<file path="src/rtl/fetch_queue.sv">
// Prefetching instruction-fetch unit: pipelined reads into an in-order instruction FIFO, stale responses dropped after redirect.
// Optional build macro FETCH_PERF_EN adds perf_fetched_o / perf_flushed_o event counters.
module fetch_queue #(
    parameter int unsigned     Xlen           = 32,
    parameter int unsigned     Ilen           = 32,
    parameter int unsigned     Depth          = 4,
    parameter int unsigned     MaxOutstanding = 2,
    parameter logic [Xlen-1:0] ResetPc        = '0
) (
    input  logic            clk_i,
    input  logic            rst_i,
    input  logic            control_hazard_i,
    input  logic [Xlen-1:0] pc_target_i,
    input  logic            mem_ready_i,
    output logic            mem_valid_o,
    output logic [Xlen-1:0] mem_addr_o,
    input  logic [Ilen-1:0] mem_rdata_i,
    input  logic            mem_rvalid_i,
    input  logic            inst_ready_i,
    output logic [Xlen-1:0] inst_pc_o,
    output logic [Ilen-1:0] inst_data_o,
    output logic            inst_valid_o
`ifdef FETCH_PERF_EN
    ,
    output logic [Xlen-1:0] perf_fetched_o,
    output logic [Xlen-1:0] perf_flushed_o
`endif
);

    localparam int unsigned PtrW = $clog2(Depth);
    localparam int unsigned CntW = $clog2(Depth + 1);
    localparam int unsigned SumW = CntW + 1;

    typedef struct packed {
        logic [Xlen-1:0] pc;
        logic [Ilen-1:0] data;
    } entry_t;

    entry_t          fifo_q [Depth];
    logic [PtrW-1:0] wr_ptr, wr_ptr_d;
    logic [PtrW-1:0] rd_ptr, rd_ptr_d;
    logic [CntW-1:0] count, count_d;
    logic [CntW-1:0] outstanding, outstanding_d;
    logic [CntW-1:0] discard, discard_d;
    logic [Xlen-1:0] fetch_pc, fetch_pc_d;
    logic [Xlen-1:0] resp_pc, resp_pc_d;
    logic            inst_valid_q;

    logic            issue_ok;
    logic            accept;
    logic            push;
    logic            pop;
    logic            drop;
    logic [Xlen-1:0] target_pc;

    // Credit check: every accepted read must have a guaranteed FIFO slot.
    assign issue_ok  = (outstanding < CntW'(MaxOutstanding)) &&
                       ((SumW'(outstanding) + SumW'(count)) < SumW'(Depth));
    assign mem_valid_o = !rst_i && !control_hazard_i && issue_ok;
    assign mem_addr_o  = fetch_pc;
    assign accept      = mem_valid_o && mem_ready_i;

    assign push        = mem_rvalid_i && !control_hazard_i && (discard == '0);
    assign drop        = mem_rvalid_i && (control_hazard_i || (discard != '0));
    assign pop         = inst_valid_q && inst_ready_i && !control_hazard_i;
    assign target_pc   = pc_target_i & ~Xlen'(3);

    assign inst_valid_o = inst_valid_q;
    assign inst_pc_o    = fifo_q[rd_ptr].pc;
    assign inst_data_o  = fifo_q[rd_ptr].data;

    // Next-state for pointers, occupancy, credits and PCs.
    always_comb begin
        wr_ptr_d      = wr_ptr;
        rd_ptr_d      = rd_ptr;
        count_d       = count;
        discard_d     = discard;
        fetch_pc_d    = fetch_pc;
        resp_pc_d     = resp_pc;
        outstanding_d = outstanding + CntW'(accept) - CntW'(mem_rvalid_i);

        if (control_hazard_i) begin
            // Everything still in flight belongs to the old path.
            wr_ptr_d   = '0;
            rd_ptr_d   = '0;
            count_d    = '0;
            discard_d  = outstanding_d;
            fetch_pc_d = target_pc;
            resp_pc_d  = target_pc;
        end else begin
            if (push) begin
                wr_ptr_d  = wr_ptr + PtrW'(1);
                resp_pc_d = resp_pc + Xlen'(4);
            end
            if (drop) begin
                discard_d = discard - CntW'(1);
            end
            if (pop) begin
                rd_ptr_d = rd_ptr + PtrW'(1);
            end
            count_d = count + CntW'(push) - CntW'(pop);
            if (accept) begin
                fetch_pc_d = fetch_pc + Xlen'(4);
            end
        end
    end

    always_ff @(posedge clk_i) begin
        if (rst_i) begin
            wr_ptr       <= '0;
            rd_ptr       <= '0;
            count        <= '0;
            outstanding  <= '0;
            discard      <= '0;
            fetch_pc     <= ResetPc;
            resp_pc      <= ResetPc;
            inst_valid_q <= 1'b0;
        end else begin
            wr_ptr       <= wr_ptr_d;
            rd_ptr       <= rd_ptr_d;
            count        <= count_d;
            outstanding  <= outstanding_d;
            discard      <= discard_d;
            fetch_pc     <= fetch_pc_d;
            resp_pc      <= resp_pc_d;
            inst_valid_q <= (count_d != '0);
        end
    end

    // Storage needs no reset; occupancy alone decides what is valid.
    always_ff @(posedge clk_i) begin
        if (push && !rst_i) begin
            fifo_q[wr_ptr] <= '{pc: resp_pc, data: mem_rdata_i};
        end
    end

`ifdef FETCH_PERF_EN
    logic [Xlen-1:0] perf_fetched_q;
    logic [Xlen-1:0] perf_flushed_q;
    logic [Xlen-1:0] flush_amt;

    assign flush_amt = (control_hazard_i ? Xlen'(count) : '0) + Xlen'(drop);

    always_ff @(posedge clk_i) begin
        if (rst_i) begin
            perf_fetched_q <= '0;
            perf_flushed_q <= '0;
        end else begin
            perf_fetched_q <= perf_fetched_q + Xlen'(pop);
            perf_flushed_q <= perf_flushed_q + flush_amt;
        end
    end

    assign perf_fetched_o = perf_fetched_q;
    assign perf_flushed_o = perf_flushed_q;
`endif

endmodule

</file>
<file path="config.mk">
export PLATFORM = sky130hd
export DESIGN_NAME = fetch_queue
export DESIGN_NICKNAME = d
export VERILOG_FILES = /design/src/rtl/fetch_queue.sv
export SDC_FILE = /design/constraint.sdc
export NUM_CORES = 1
export LEC_CHECK = 0
export CAP_MARGIN = 25
export CORE_MARGIN = 1
export CORE_UTILIZATION = 40
export DETAILED_ROUTE_END_ITERATION = 10
export GPL_TIMING_DRIVEN = 0
export SLEW_MARGIN = 15
export SYNTH_ARGS = -nofsm -noshare
export SYNTH_HDL_FRONTEND = slang
export SYNTH_SLANG_ARGS = --single-unit
</file>
<file path="constraint.sdc">
create_clock -name clk_i -period 6.87 [get_ports clk_i]
set_clock_uncertainty 0.2 [all_clocks]
set_input_delay 1.374 -clock clk_i [delete_from_list [all_inputs] [get_ports clk_i]]
set_output_delay 1.374 -clock clk_i [all_outputs]
set_load 0.01 [all_outputs]
</file>
==> flow_summary.html, run 1 <==
<table>
<tr><th>Metric</th><th>Value</th></tr>
<tr><th colspan="2">Finish</th></tr>
<tr><td>Total number of nets in the final design</td><td>1196</td></tr>
<tr><td>Number of filler instances in the final layout</td><td>2828</td></tr>
<tr><td>Area of combinational cells with multiple inputs</td><td>0.00427 mm^2</td></tr>
<tr><td>Final cell area excluding filler cells</td><td>0.0169 mm^2</td></tr>
<tr><td>ANT cells</td><td>0</td></tr>
<tr><td>Share of layout cells above drive strength 1</td><td>0.127</td></tr>
<tr><td>Storage cell area</td><td>0.00897 mm^2</td></tr>
<tr><td>Layout-stage area growth over the synthesis result</td><td>24.9%</td></tr>
<tr><th colspan="2">Floorplanning</th></tr>
<tr><td>Die area</td><td>0.0346 mm^2</td></tr>
<tr><td>Starting utilization of the core area</td><td>0.405</td></tr>
<tr><td>Die width</td><td>186 um</td></tr>
<tr><td>Height of the die</td><td>186 um</td></tr>
<tr><td>Std-Cell Core Area</td><td>0.0334 mm^2</td></tr>
<tr><td>Count of boundary I/O pins</td><td>168</td></tr>
<tr><td>Rows</td><td>67</td></tr>
<tr><th colspan="2">Power and ir drop</th></tr>
<tr><td>Pwr dens</td><td>258 mW/mm^2</td></tr>
<tr><td>Worst ir drop on vdd</td><td>0.151 mV</td></tr>
<tr><td>Leakage power</td><td>5.33 nW</td></tr>
<tr><td>Sequential power share</td><td>0.511</td></tr>
<tr><td>Internal power contribution</td><td>3.36 mW</td></tr>
<tr><td>Clock power share</td><td>0.401</td></tr>
<tr><td>Post-route total power</td><td>4.37 mW</td></tr>
<tr><td>Switch share</td><td>0.232</td></tr>
<tr><td>Portion of total power attributed to combinational logic</td><td>0.088</td></tr>
<tr><td>Switching component of the power</td><td>1.01 mW</td></tr>
<tr><th colspan="2">Logic synthesis</th></tr>
<tr><td>Xor/xnor cell area share of the yosys netlist</td><td>0.0104</td></tr>
<tr><td>Number of synthesized register bits</td><td>324</td></tr>
<tr><td>Number of distinct library cell variants in the gate-level netlist after synthesis</td><td>67</td></tr>
<tr><td>Synthesized-area fraction occupied by and/or/nand/nor cells</td><td>0.108</td></tr>
<tr><td>Number of enable-type register cells in the synthesized netlist</td><td>248</td></tr>
<tr><td>Cell taking the most area after synthesis</td><td>sky130_fd_sc_hd__edfxtp_1</td></tr>
<tr><td>Async set or reset register ratio after synthesis</td><td>0</td></tr>
<tr><td>Number of instances in the synthesized netlist</td><td>904</td></tr>
<tr><td>Part of the Yosys area used for sequential elements</td><td>0.662</td></tr>
<tr><td>Number of warnings reported in the yosys synthesis log</td><td>0</td></tr>
<tr><td>Area share of the leading cell type in the synthesized netlist</td><td>0.550</td></tr>
<tr><td>Top post-synthesis cells by area</td><td>sky130_fd_sc_hd__edfxtp_1, sky130_fd_sc_hd__dfxtp_1, sky130_fd_sc_hd__mux4_2, sky130_fd_sc_hd__nand2_1, sky130_fd_sc_hd__ha_1</td></tr>
<tr><td>Area fraction in compound gates after synthesis</td><td>0.0729</td></tr>
<tr><td>Post-synthesis adder-cell area fraction</td><td>0.0168</td></tr>
<tr><td>Dominant combinational cell family by area after synthesis</td><td>simple AND/OR/NAND/NOR gates</td></tr>
<tr><td>Mean cell area of the mapped netlist</td><td>15.0 um^2</td></tr>
<tr><td>Post-synthesis instance area</td><td>0.0135 mm^2</td></tr>
<tr><td>Top-count cell post-synth</td><td>sky130_fd_sc_hd__edfxtp_1</td></tr>
<tr><td>Most common flop cell mapped by yosys</td><td>sky130_fd_sc_hd__edfxtp_1</td></tr>
<tr><td>Multiplexer area fraction after synthesis</td><td>0.105</td></tr>
<tr><td>Most frequent cells after synthesis</td><td>sky130_fd_sc_hd__edfxtp_1, sky130_fd_sc_hd__dfxtp_1, sky130_fd_sc_hd__mux4_2</td></tr>
<tr><th colspan="2">Timing</th></tr>
<tr><td>Total Neg Setup Slack</td><td>0 ns</td></tr>
<tr><td>Unrepaired setup endpoints after global routing</td><td>false</td></tr>
<tr><td>Transition time at the pin with the least slew margin</td><td>1.08 ns</td></tr>
<tr><td>FMAX</td><td>187 MHz</td></tr>
<tr><td>Tightest hold margin</td><td>0.325 ns</td></tr>
<tr><td>Final hold viol count</td><td>0</td></tr>
<tr><td>Setup violators final</td><td>0</td></tr>
<tr><td>Final critical-path setup slack</td><td>1.51 ns</td></tr>
<tr><td>Max-slew headroom</td><td>0.276</td></tr>
<tr><td>Tcrit/Tclk final</td><td>0.780</td></tr>
<tr><td>Final number of max-transition violations</td><td>0</td></tr>
<tr><td>Shortest clock period the worst path allows after layout</td><td>5.36 ns</td></tr>
<tr><th colspan="2">Placed design</th></tr>
<tr><td>Count of port buffers added during placement</td><td>161</td></tr>
<tr><td>Worst slack at placement</td><td>1.13 ns</td></tr>
<tr><td>Placed cell area</td><td>0.0159 mm^2</td></tr>
<tr><td>Post-DP HPWL</td><td>23.2 mm</td></tr>
<tr><td>Gpl congestion</td><td>0.926</td></tr>
<tr><th colspan="2">Flow run</th></tr>
<tr><td>Max Cap Violations</td><td>0</td></tr>
<tr><th colspan="2">Worst setup path</th></tr>
<tr><td>Critical path class</td><td>input port to output pin</td></tr>
<tr><td>Required time at the worst-slack endpoint</td><td>5.30 ns</td></tr>
<tr><td>Critical path fanouts, max</td><td>10</td></tr>
<tr><td>Kind of capture point of the worst setup path</td><td>output pin</td></tr>
<tr><td>Critical path arrival</td><td>3.78 ns</td></tr>
<tr><td>Crit path launch type</td><td>input port</td></tr>
<tr><th colspan="2">Clocking</th></tr>
<tr><td>Clock root cell</td><td>sky130_fd_sc_hd__clkbuf_16</td></tr>
<tr><td>Clock slew at the register clock pins of the worst setup and hold paths</td><td>0.06 ns</td></tr>
<tr><td>Insertion delay of the later-clocked pin in the worst-skew pair</td><td>0.51 ns</td></tr>
<tr><td>Post-CTS repair timing setup buffer count</td><td>0</td></tr>
<tr><td>Post-CTS resize count</td><td>0</td></tr>
<tr><td>Sinks on the clock net</td><td>324</td></tr>
<tr><td>TritonCTS buffer count</td><td>35</td></tr>
<tr><td>Clock tree from TritonCTS</td><td>yes</td></tr>
<tr><td>Maximum level of the CTS H-tree</td><td>2</td></tr>
<tr><td>Number of hold-repair buffers added at the cts stage</td><td>0</td></tr>
<tr><td>Number of buffers on the longest clock path</td><td>3</td></tr>
<tr><th colspan="2">Detailed routing</th></tr>
<tr><td>Number of nets with antenna violations after detailed routing</td><td>0</td></tr>
<tr><td>Detailed-route DRC error count</td><td>0</td></tr>
<tr><td>Via Count</td><td>8928</td></tr>
<tr><td>Number of violations reported at the end of detailed-routing iteration 0</td><td>805</td></tr>
<tr><td>Total wire length after detailed routing</td><td>34.2 mm</td></tr>
<tr><td>Vias per std cell</td><td>5.64</td></tr>
<tr><td>First-pass DRT Iterations</td><td>5</td></tr>
<tr><td>Detailed-route wire length per cell</td><td>21.6 um</td></tr>
<tr><th colspan="2">GRT</th></tr>
<tr><td>Number of antenna violations at the first check in global routing</td><td>0</td></tr>
<tr><td>Vias in the first global route</td><td>8665</td></tr>
<tr><td>Global-route wire length before repair</td><td>51.5 mm</td></tr>
<tr><td>Overall track demand over capacity in global routing</td><td>0.199</td></tr>
<tr><td>Remaining global-route overflow</td><td>0</td></tr>
<tr><td>Pin count of the biggest net entering global routing</td><td>46</td></tr>
<tr><th colspan="2">Hold path</th></tr>
<tr><td>Hold WC Path Type</td><td>flip-flop to flip-flop</td></tr>
<tr><th colspan="2">Status</th></tr>
<tr><td>Result of the run</td><td>completed</td></tr>
</table>
## area by class of cell
cell class              count  area share
inverters                  25     0.00555
repair buffers            165       0.102
plain buffers              56      0.0142
well taps                 448      0.0331
clock buffers              48      0.0559
flip-flops and latches    324       0.530
clock inverters            15     0.00666
multi-input cells         502       0.252
## power by group through the flow
stage | clock network [mW] | logic [mW] | registers, mW
after global placement | 0 | 0.375 | 2.27
after CTS | 1.79 | 0.383 | 2.23
after global routing | 1.87 | 0.414 | 2.24
final | 1.75 | 0.386 | 2.23
after detailed placement | 0 | 0.381 | 2.27
after floorplan | 0 | 0.196 | 2.26
## flip-flops by register name (all words and copies together) (netlist names), named ones only
signal        flops
fifo_q          248
resp_pc          30
discard           3
outstanding       3
inst_valid_o      1
wr_ptr            2
count             3
rd_ptr            2
mem_addr_o       30
## critical path, stage by stage
cell and delay (ns):
sky130_fd_sc_hd__clkdlybuf4s50_1 0.43, sky130_fd_sc_hd__clkbuf_1 0.28, sky130_fd_sc_hd__or2_2 0.40, sky130_fd_sc_hd__clkbuf_1 0.30, sky130_fd_sc_hd__nor3_1 0.39, sky130_fd_sc_hd__clkdlybuf4s50_1 0.61
## path summary, 6_finish.rpt
check / from / end / slack, ns / depth (start not counted)
worst max-delay path: control_hazard_i / mem_valid_o / 1.51 / 6
worst min-delay path: resp_pc[8] / fifo_q[2][40] / 0.32 / 0
worst max register to register: count[1] / discard[1] / 3.25 / 12
worst min register to register: resp_pc[8] / fifo_q[2][40] / 0.32 / 0
## cells by family after synthesis
kind of cell / count (synthesis)
AO/OA/AOI/OAI: 137
XOR/XNOR: 16
flip-flops: 324
buffers and inverters: 81
adder cells (fa/ha/maj): 17
multiplexers: 64
other: 1
AND/OR/NAND/NOR: 264
## metrics by stage
step,util,instances
finish,0.506,1583
detailed placement,0.474,1520
global route,0.506,1583
CTS,0.506,1583
floorplan,-,907
global placement,0.470,1516
## layout by cell type (no fill, tap or decap), types with 5 or more instances in the layout
master,instances
sky130_fd_sc_hd__o31a_1,7
sky130_fd_sc_hd__clkbuf_1,46
sky130_fd_sc_hd__buf_2,12
sky130_fd_sc_hd__clkinv_1,5
sky130_fd_sc_hd__mux4_2,62
sky130_fd_sc_hd__nor2_1,42
sky130_fd_sc_hd__a31oi_1,12
sky130_fd_sc_hd__or3_1,13
sky130_fd_sc_hd__edfxtp_1,248
sky130_fd_sc_hd__xnor2_1,12
sky130_fd_sc_hd__nor2b_1,5
sky130_fd_sc_hd__o31ai_1,12
sky130_fd_sc_hd__buf_1,6
sky130_fd_sc_hd__o311ai_0,6
sky130_fd_sc_hd__nor3_1,12
sky130_fd_sc_hd__a21boi_0,6
sky130_fd_sc_hd__nand3_1,32
sky130_fd_sc_hd__and4_1,8
sky130_fd_sc_hd__clkdlybuf4s50_1,161
sky130_fd_sc_hd__and3_1,9
sky130_fd_sc_hd__a21oi_1,15
sky130_fd_sc_hd__o211ai_1,6
sky130_fd_sc_hd__clkinv_2,6
sky130_fd_sc_hd__nand4_1,25
sky130_fd_sc_hd__or4_1,13
sky130_fd_sc_hd__a211oi_1,16
sky130_fd_sc_hd__nor4_1,22
sky130_fd_sc_hd__nand2_1,51
sky130_fd_sc_hd__o21ai_0,19
sky130_fd_sc_hd__ha_1,15
sky130_fd_sc_hd__o21a_1,8
sky130_fd_sc_hd__a311oi_1,12
sky130_fd_sc_hd__clkbuf_16,36
sky130_fd_sc_hd__inv_1,24
sky130_fd_sc_hd__dfxtp_1,76
## metal layers
layer / up-vias / part of all wire / track usage
met1: 4442 / 0.46 / 0.282
met3: 70 / 0.069 / 0.0364
met5: - / 0 / 0
met4: 0 / 0.027 / 0.0705
met2: 370 / 0.45 / 0.306
li1: 4046 / - / -
Power figures use the tool's default switching activity.
==> run 2: changes to the inputs <==
- clock period: 6.87 -> 4.7 ns (I/O delays scaled with it)
==> run 2 against run 1 <==
Effect of this change: total power up 46%; global-route usage unchanged; sequential share of layout area about the same; clock-buffer cell count unchanged; worst hold slack better by 0.00061 ns; highest routed layer unchanged; largest cell class unchanged; sequential power up 46%.
==> flow_summary.html, run 2 (synthesis gave the netlist of run 1 again) <==
<table>
<tr><th>Metric</th><th>Value</th></tr>
<tr><th colspan="2">Status</th></tr>
<tr><td>Result of the run</td><td>completed</td></tr>
<tr><th colspan="2">Floorplanning</th></tr>
<tr><td>Die area</td><td>0.0346 mm^2</td></tr>
<tr><td>Count of boundary I/O pins</td><td>168</td></tr>
<tr><td>Height of the die</td><td>186 um</td></tr>
<tr><td>Die width</td><td>186 um</td></tr>
<tr><td>Std-Cell Core Area</td><td>0.0334 mm^2</td></tr>
<tr><td>Rows</td><td>67</td></tr>
<tr><td>Starting utilization of the core area</td><td>0.405</td></tr>
<tr><th colspan="2">Detailed routing</th></tr>
<tr><td>Detailed-routed wire length on met3</td><td>2.34 mm</td></tr>
<tr><td>Met2 Wirelength</td><td>15.3 mm</td></tr>
<tr><td>Detailed-route wire length per cell</td><td>21.6 um</td></tr>
<tr><td>DR top layer</td><td>met4</td></tr>
<tr><td>Detailed-routing wirelength on met1</td><td>15.6 mm</td></tr>
<tr><td>Vias per std cell</td><td>5.65</td></tr>
<tr><td>Total wire length after detailed routing</td><td>34.2 mm</td></tr>
<tr><td>Detailed-route DRC error count</td><td>0</td></tr>
<tr><td>Via Count</td><td>8939</td></tr>
<tr><td>Number of nets with antenna violations after detailed routing</td><td>0</td></tr>
<tr><td>Number of violations reported at the end of detailed-routing iteration 0</td><td>805</td></tr>
<tr><td>First-pass DRT Iterations</td><td>5</td></tr>
<tr><th colspan="2">Timing</th></tr>
<tr><td>Shortest clock period the worst path allows after layout</td><td>4.49 ns</td></tr>
<tr><td>Tcrit/Tclk final</td><td>0.955</td></tr>
<tr><td>Final hold viol count</td><td>0</td></tr>
<tr><td>Unrepaired setup endpoints after global routing</td><td>false</td></tr>
<tr><td>FMAX</td><td>223 MHz</td></tr>
<tr><td>Setup violators final</td><td>0</td></tr>
<tr><td>Final number of max-transition violations</td><td>0</td></tr>
<tr><td>Max-slew headroom</td><td>0.276</td></tr>
<tr><td>Transition time at the pin with the least slew margin</td><td>1.08 ns</td></tr>
<tr><th colspan="2">Flow run</th></tr>
<tr><td>Max Cap Violations</td><td>0</td></tr>
<tr><th colspan="2">Finish</th></tr>
<tr><td>Most frequent cells in the layout</td><td>sky130_fd_sc_hd__edfxtp_1, sky130_fd_sc_hd__clkdlybuf4s50_1, sky130_fd_sc_hd__dfxtp_1</td></tr>
<tr><td>Layout-stage area growth over the synthesis result</td><td>24.9%</td></tr>
<tr><td>Most common cell after layout, fill and taps aside</td><td>sky130_fd_sc_hd__edfxtp_1</td></tr>
<tr><td>Finished Layout Cells</td><td>1583</td></tr>
<tr><td>Total number of nets in the final design</td><td>1196</td></tr>
<tr><td>Share of layout cells above drive strength 1</td><td>0.128</td></tr>
<tr><td>Max reg flops</td><td>248</td></tr>
<tr><td>Fin util</td><td>0.506</td></tr>
<tr><td>ANT cells</td><td>0</td></tr>
<tr><td>Number of filler instances in the final layout</td><td>2827</td></tr>
<tr><td>Final cell area excluding filler cells</td><td>0.0169 mm^2</td></tr>
<tr><td>Register with the most flip-flops</td><td>fifo_q</td></tr>
<tr><th colspan="2">Clocking</th></tr>
<tr><td>TritonCTS buffer count</td><td>35</td></tr>
<tr><td>Clock slew at the register clock pins of the worst setup and hold paths</td><td>0.06 ns</td></tr>
<tr><td>Clock tree from TritonCTS</td><td>yes</td></tr>
<tr><td>Clock root cell</td><td>sky130_fd_sc_hd__clkbuf_16</td></tr>
<tr><td>Maximum level of the CTS H-tree</td><td>2</td></tr>
<tr><td>Sinks on the clock net</td><td>324</td></tr>
<tr><td>Number of buffers on the longest clock path</td><td>3</td></tr>
<tr><td>Insertion delay of the later-clocked pin in the worst-skew pair</td><td>0.51 ns</td></tr>
<tr><td>Number of hold-repair buffers added at the cts stage</td><td>0</td></tr>
<tr><th colspan="2">Placed design</th></tr>
<tr><td>Count of port buffers added during placement</td><td>161</td></tr>
<tr><td>Post-DP HPWL</td><td>23.2 mm</td></tr>
<tr><td>Placed cell area</td><td>0.0159 mm^2</td></tr>
<tr><td>Post-Place Cells</td><td>1520</td></tr>
<tr><td>Gpl congestion</td><td>0.926</td></tr>
<tr><th colspan="2">Worst setup path</th></tr>
<tr><td>Critical-path cell with the highest stage delay</td><td>sky130_fd_sc_hd__clkdlybuf4s50_1</td></tr>
<tr><td>Cell-by-cell listing of the critical path</td><td>clkdlybuf4s50_1 &gt; clkbuf_1 &gt; or2_2 &gt; clkbuf_1 &gt; nor3_1 &gt; clkdlybuf4s50_1</td></tr>
<tr><td>Worst reg2reg setup slack</td><td>1.10 ns</td></tr>
<tr><td>Critical path arrival</td><td>3.35 ns</td></tr>
<tr><td>Critical path fanouts, max</td><td>10</td></tr>
<tr><td>Required time at the worst-slack endpoint</td><td>3.56 ns</td></tr>
<tr><td>Critical path class</td><td>input port to output pin</td></tr>
<tr><td>Crit path launch type</td><td>input port</td></tr>
<tr><td>CP peak stage delay</td><td>0.61 ns</td></tr>
<tr><td>Largest delay contributor family on the critical path</td><td>buffers and inverters</td></tr>
<tr><td>Buf/Inv on CP</td><td>4</td></tr>
<tr><td>Kind of capture point of the worst setup path</td><td>output pin</td></tr>
<tr><th colspan="2">Power and ir drop</th></tr>
<tr><td>Leakage power</td><td>5.33 nW</td></tr>
<tr><td>Pwr dens</td><td>378 mW/mm^2</td></tr>
<tr><td>Worst ir drop on vdd</td><td>0.220 mV</td></tr>
<tr><th colspan="2">GRT</th></tr>
<tr><td>Global-route wire length before repair</td><td>51.5 mm</td></tr>
<tr><td>Number of antenna violations at the first check in global routing</td><td>0</td></tr>
<tr><td>Remaining global-route overflow</td><td>0</td></tr>
<tr><td>Vias in the first global route</td><td>8665</td></tr>
<tr><td>Overall track demand over capacity in global routing</td><td>0.199</td></tr>
<tr><td>Pin count of the biggest net entering global routing</td><td>46</td></tr>
<tr><th colspan="2">Hold path</th></tr>
<tr><td>Hold WC Path Type</td><td>flip-flop to flip-flop</td></tr>
</table>
run 2: cell type report:
cell class                      instances  area [um^2]  area share
Clock buffer                           48          946      0.0559
Buffer                                 56          241      0.0143
Inverter                               25         93.8     0.00555
Tap cell                              448          561      0.0331
Sequential cell                       324         8970       0.530
Multi-Input combinational cell        502         4270       0.252
Timing Repair Buffer                  165         1720       0.102
Clock inverter                         15          113     0.00666
run 2: stage by stage:
step	hold slack [ns]	worst slack, ns	setup TNS [ns]	power, mW
5_1_grt	0.323	0.0575	0	6.61
6_report	0.325	0.209	0	6.39
3_3_place_gp	0.310	-1.09	-267.96	3.87
4_1_cts	0.326	0.233	0	6.43
3_5_place_dp	0.319	-0.603	-0.911	3.88
2_1_floorplan	0.255	1.02	0	3.58
run 2: routing by layer:
layer / global-route usage / vias up
li1: - / 4045
met1: 0.282 / 4449
met2: 0.306 / 375
met3: 0.0364 / 70
met4: 0.0705 / 0
met5: 0 / -
run 2: final timing paths:
kind,cells after the start,endpoint,from
worst max-delay path,6,mem_valid_o,control_hazard_i
worst min-delay path,0,fifo_q[2][40],resp_pc[8]
worst max register to register,12,discard[1],count[1]
worst min register to register,0,fifo_q[2][40],resp_pc[8]
run 2: report_power, final:
part           internal, mW  total [mW]  leakage (nW)  switching, mW
Combinational         0.264       0.564          1.93          0.300
Clock                  1.47        2.56         0.519           1.09
Sequential             3.17        3.26          2.88         0.0931
Total                  4.91        6.39          5.33           1.48
run 2: repair_timing:
item                                    CTS  global route
gates resized for setup                   1             0
endpoints found under the setup margin    1             0
setup buffers                             0             0
==> run 3: changes to the inputs <==
- PLACE_DENSITY: unset -> 0.68
==> run 3 against run 2 <==
Effect of this change: sequential cell count unchanged; clock power up 5%; cell area up 0.44%; routed wire length up 0.22%.
==> flow_summary.html, run 3 (synthesis gave the netlist of run 1 again) <==
<table>
<tr><th>Metric</th><th>Value</th></tr>
<tr><th colspan="2">Status</th></tr>
<tr><td>Result of the run</td><td>completed</td></tr>
<tr><th colspan="2">Hold path</th></tr>
<tr><td>Hold WC Path Type</td><td>flip-flop to flip-flop</td></tr>
<tr><td>Count of cells along the worst hold path</td><td>2</td></tr>
<tr><td>Start point of the worst min-delay path</td><td>rd_ptr[1]</td></tr>
<tr><th colspan="2">Clocking</th></tr>
<tr><td>Clock slew at the register clock pins of the worst setup and hold paths</td><td>0.06 ns</td></tr>
<tr><td>Number of buffers on the longest clock path</td><td>3</td></tr>
<tr><td>Number of hold-repair buffers added at the cts stage</td><td>0</td></tr>
<tr><td>Insertion delay of the later-clocked pin in the worst-skew pair</td><td>0.50 ns</td></tr>
<tr><td>TritonCTS buffer count</td><td>34</td></tr>
<tr><td>Post-CTS repair timing setup buffer count</td><td>0</td></tr>
<tr><td>Sinks on the clock net</td><td>324</td></tr>
<tr><td>Clock tree from TritonCTS</td><td>yes</td></tr>
<tr><td>Clock root cell</td><td>sky130_fd_sc_hd__clkbuf_16</td></tr>
<tr><td>Maximum level of the CTS H-tree</td><td>2</td></tr>
<tr><th colspan="2">Placed design</th></tr>
<tr><td>Worst slack at placement</td><td>-0.589 ns</td></tr>
<tr><td>Gpl congestion</td><td>0.904</td></tr>
<tr><td>Count of port buffers added during placement</td><td>161</td></tr>
<tr><td>Post-DP HPWL</td><td>23.2 mm</td></tr>
<tr><th colspan="2">Timing</th></tr>
<tr><td>Unrepaired setup endpoints after global routing</td><td>false</td></tr>
<tr><td>Setup violators final</td><td>0</td></tr>
<tr><td>Tcrit/Tclk final</td><td>0.976</td></tr>
<tr><td>Tightest hold margin</td><td>0.330 ns</td></tr>
<tr><td>Shortest clock period the worst path allows after layout</td><td>4.59 ns</td></tr>
<tr><td>Final critical-path setup slack</td><td>0.112 ns</td></tr>
<tr><td>Final hold viol count</td><td>0</td></tr>
<tr><td>Final number of max-transition violations</td><td>0</td></tr>
<tr><td>Total Neg Setup Slack</td><td>0 ns</td></tr>
<tr><td>FMAX</td><td>218 MHz</td></tr>
<tr><td>Transition time at the pin with the least slew margin</td><td>0.897 ns</td></tr>
<tr><td>Max-slew headroom</td><td>0.394</td></tr>
<tr><th colspan="2">GRT</th></tr>
<tr><td>Vias in the first global route</td><td>8720</td></tr>
<tr><td>Remaining global-route overflow</td><td>0</td></tr>
<tr><td>Number of antenna violations at the first check in global routing</td><td>1</td></tr>
<tr><td>Global-route wire length before repair</td><td>52.1 mm</td></tr>
<tr><td>Overall track demand over capacity in global routing</td><td>0.201</td></tr>
<tr><td>Pin count of the biggest net entering global routing</td><td>49</td></tr>
<tr><th colspan="2">Worst setup path</th></tr>
<tr><td>Reg2Reg Capture Point</td><td>discard[2]</td></tr>
<tr><td>Origin of the critical flop-to-flop path</td><td>count[2]</td></tr>
<tr><td>Critical path arrival</td><td>3.45 ns</td></tr>
<tr><td>Critical path fanouts, max</td><td>10</td></tr>
<tr><td>Logic depth of the worst register-to-register path</td><td>12</td></tr>
<tr><td>Launch point of the worst path</td><td>control_hazard_i</td></tr>
<tr><td>Required time at the worst-slack endpoint</td><td>3.56 ns</td></tr>
<tr><td>Worst reg2reg setup slack</td><td>1.09 ns</td></tr>
<tr><td>Critical path class</td><td>input port to output pin</td></tr>
<tr><td>Crit path launch type</td><td>input port</td></tr>
<tr><td>Kind of capture point of the worst setup path</td><td>output pin</td></tr>
<tr><th colspan="2">Finish</th></tr>
<tr><td>Share of layout cells above drive strength 1</td><td>0.133</td></tr>
<tr><td>Register with the most flip-flops</td><td>fifo_q</td></tr>
<tr><td>Most common cell after layout, fill and taps aside</td><td>sky130_fd_sc_hd__edfxtp_1</td></tr>
<tr><td>Most frequent cells in the layout</td><td>sky130_fd_sc_hd__edfxtp_1, sky130_fd_sc_hd__clkdlybuf4s50_1, sky130_fd_sc_hd__dfxtp_1</td></tr>
<tr><td>Max reg flops</td><td>248</td></tr>
<tr><td>Total number of nets in the final design</td><td>1197</td></tr>
<tr><td>Layout-stage area growth over the synthesis result</td><td>25.5%</td></tr>
<tr><td>Fin util</td><td>0.508</td></tr>
<tr><td>ANT cells</td><td>0</td></tr>
<tr><th colspan="2">Power and ir drop</th></tr>
<tr><td>Post-route total power</td><td>6.51 mW</td></tr>
<tr><td>Pwr dens</td><td>383 mW/mm^2</td></tr>
<tr><td>Leakage power</td><td>5.37 nW</td></tr>
<tr><td>Worst ir drop on vdd</td><td>0.233 mV</td></tr>
<tr><th colspan="2">Detailed routing</th></tr>
<tr><td>Number of violations reported at the end of detailed-routing iteration 0</td><td>769</td></tr>
<tr><td>Via Count</td><td>8994</td></tr>
<tr><td>Detailed-route DRC error count</td><td>0</td></tr>
<tr><td>Vias per std cell</td><td>5.68</td></tr>
<tr><td>Number of nets with antenna violations after detailed routing</td><td>0</td></tr>
<tr><td>Total wire length after detailed routing</td><td>34.3 mm</td></tr>
<tr><td>Detailed-route wire length per cell</td><td>21.7 um</td></tr>
<tr><td>First-pass DRT Iterations</td><td>5</td></tr>
<tr><th colspan="2">Floorplanning</th></tr>
<tr><td>Height of the die</td><td>186 um</td></tr>
<tr><td>Rows</td><td>67</td></tr>
<tr><td>Die area</td><td>0.0346 mm^2</td></tr>
<tr><td>Die width</td><td>186 um</td></tr>
<tr><td>Count of boundary I/O pins</td><td>168</td></tr>
<tr><td>Std-Cell Core Area</td><td>0.0334 mm^2</td></tr>
<tr><td>Starting utilization of the core area</td><td>0.405</td></tr>
<tr><th colspan="2">Flow run</th></tr>
<tr><td>Max Cap Violations</td><td>0</td></tr>
</table>
## run 3: metrics by stage
| stage | area [um^2] | instances |
|---|---|---|
| after floorplan | 13500 | 907 |
| after global placement | 15700 | 1516 |
| after detailed placement | 15900 | 1521 |
| after CTS | 17000 | 1583 |
| after global routing | 17000 | 1584 |
| final | 17000 | 1584 |
## run 3: how the worst max path moves through the flow
stage | endpoint | slack, ns
after floorplan | inst_valid_o | 1.02
after global placement | fifo_q[1][29] | -0.99
after detailed placement | inst_valid_o | -0.59
after CTS | mem_valid_o | 0.15
after global routing | mem_valid_o | 0.03
final | mem_valid_o | 0.11
## run 3: report_power, final
| part | leakage (nW) | switching (mW) | internal [mW] |
|---|---|---|---|
| registers | 2.88 | 0.0932 | 3.17 |
| logic | 1.95 | 0.302 | 0.265 |
| clock network | 0.545 | 1.08 | 1.60 |
## run 3: critical path: stages
cell	delay, ns
sky130_fd_sc_hd__clkdlybuf4s50_1	0.47
sky130_fd_sc_hd__clkbuf_1	0.49
sky130_fd_sc_hd__or2_2	0.28
sky130_fd_sc_hd__clkbuf_1	0.57
sky130_fd_sc_hd__nor3_1	0.15
sky130_fd_sc_hd__clkdlybuf4s50_1	0.52
## run 3: timing repair
action | in CTS | in global routing
endpoints found under the setup margin | 1 | 1
resized for setup | 1 | 2
cloned | 0 | 0
## run 3: metal layers
layer / global-route usage / routed length, um
met5: 0 / 0
met2: 0.307 / 15400
met4: 0.0672 / 1030
met3: 0.0454 / 2860
met1: 0.282 / 15000
## run 3: cell type report
| cell class | instances | area (um^2) |
|---|---|---|
| Fill cell | 2792 | 16500 |
| Sequential cell | 324 | 8970 |
| Multi-Input combinational cell | 502 | 4270 |
| Timing Repair Buffer | 167 | 1730 |
| Clock buffer | 44 | 952 |
| Tap cell | 448 | 561 |
| Buffer | 56 | 243 |
| Clock inverter | 18 | 170 |
| Inverter | 25 | 93.8 |
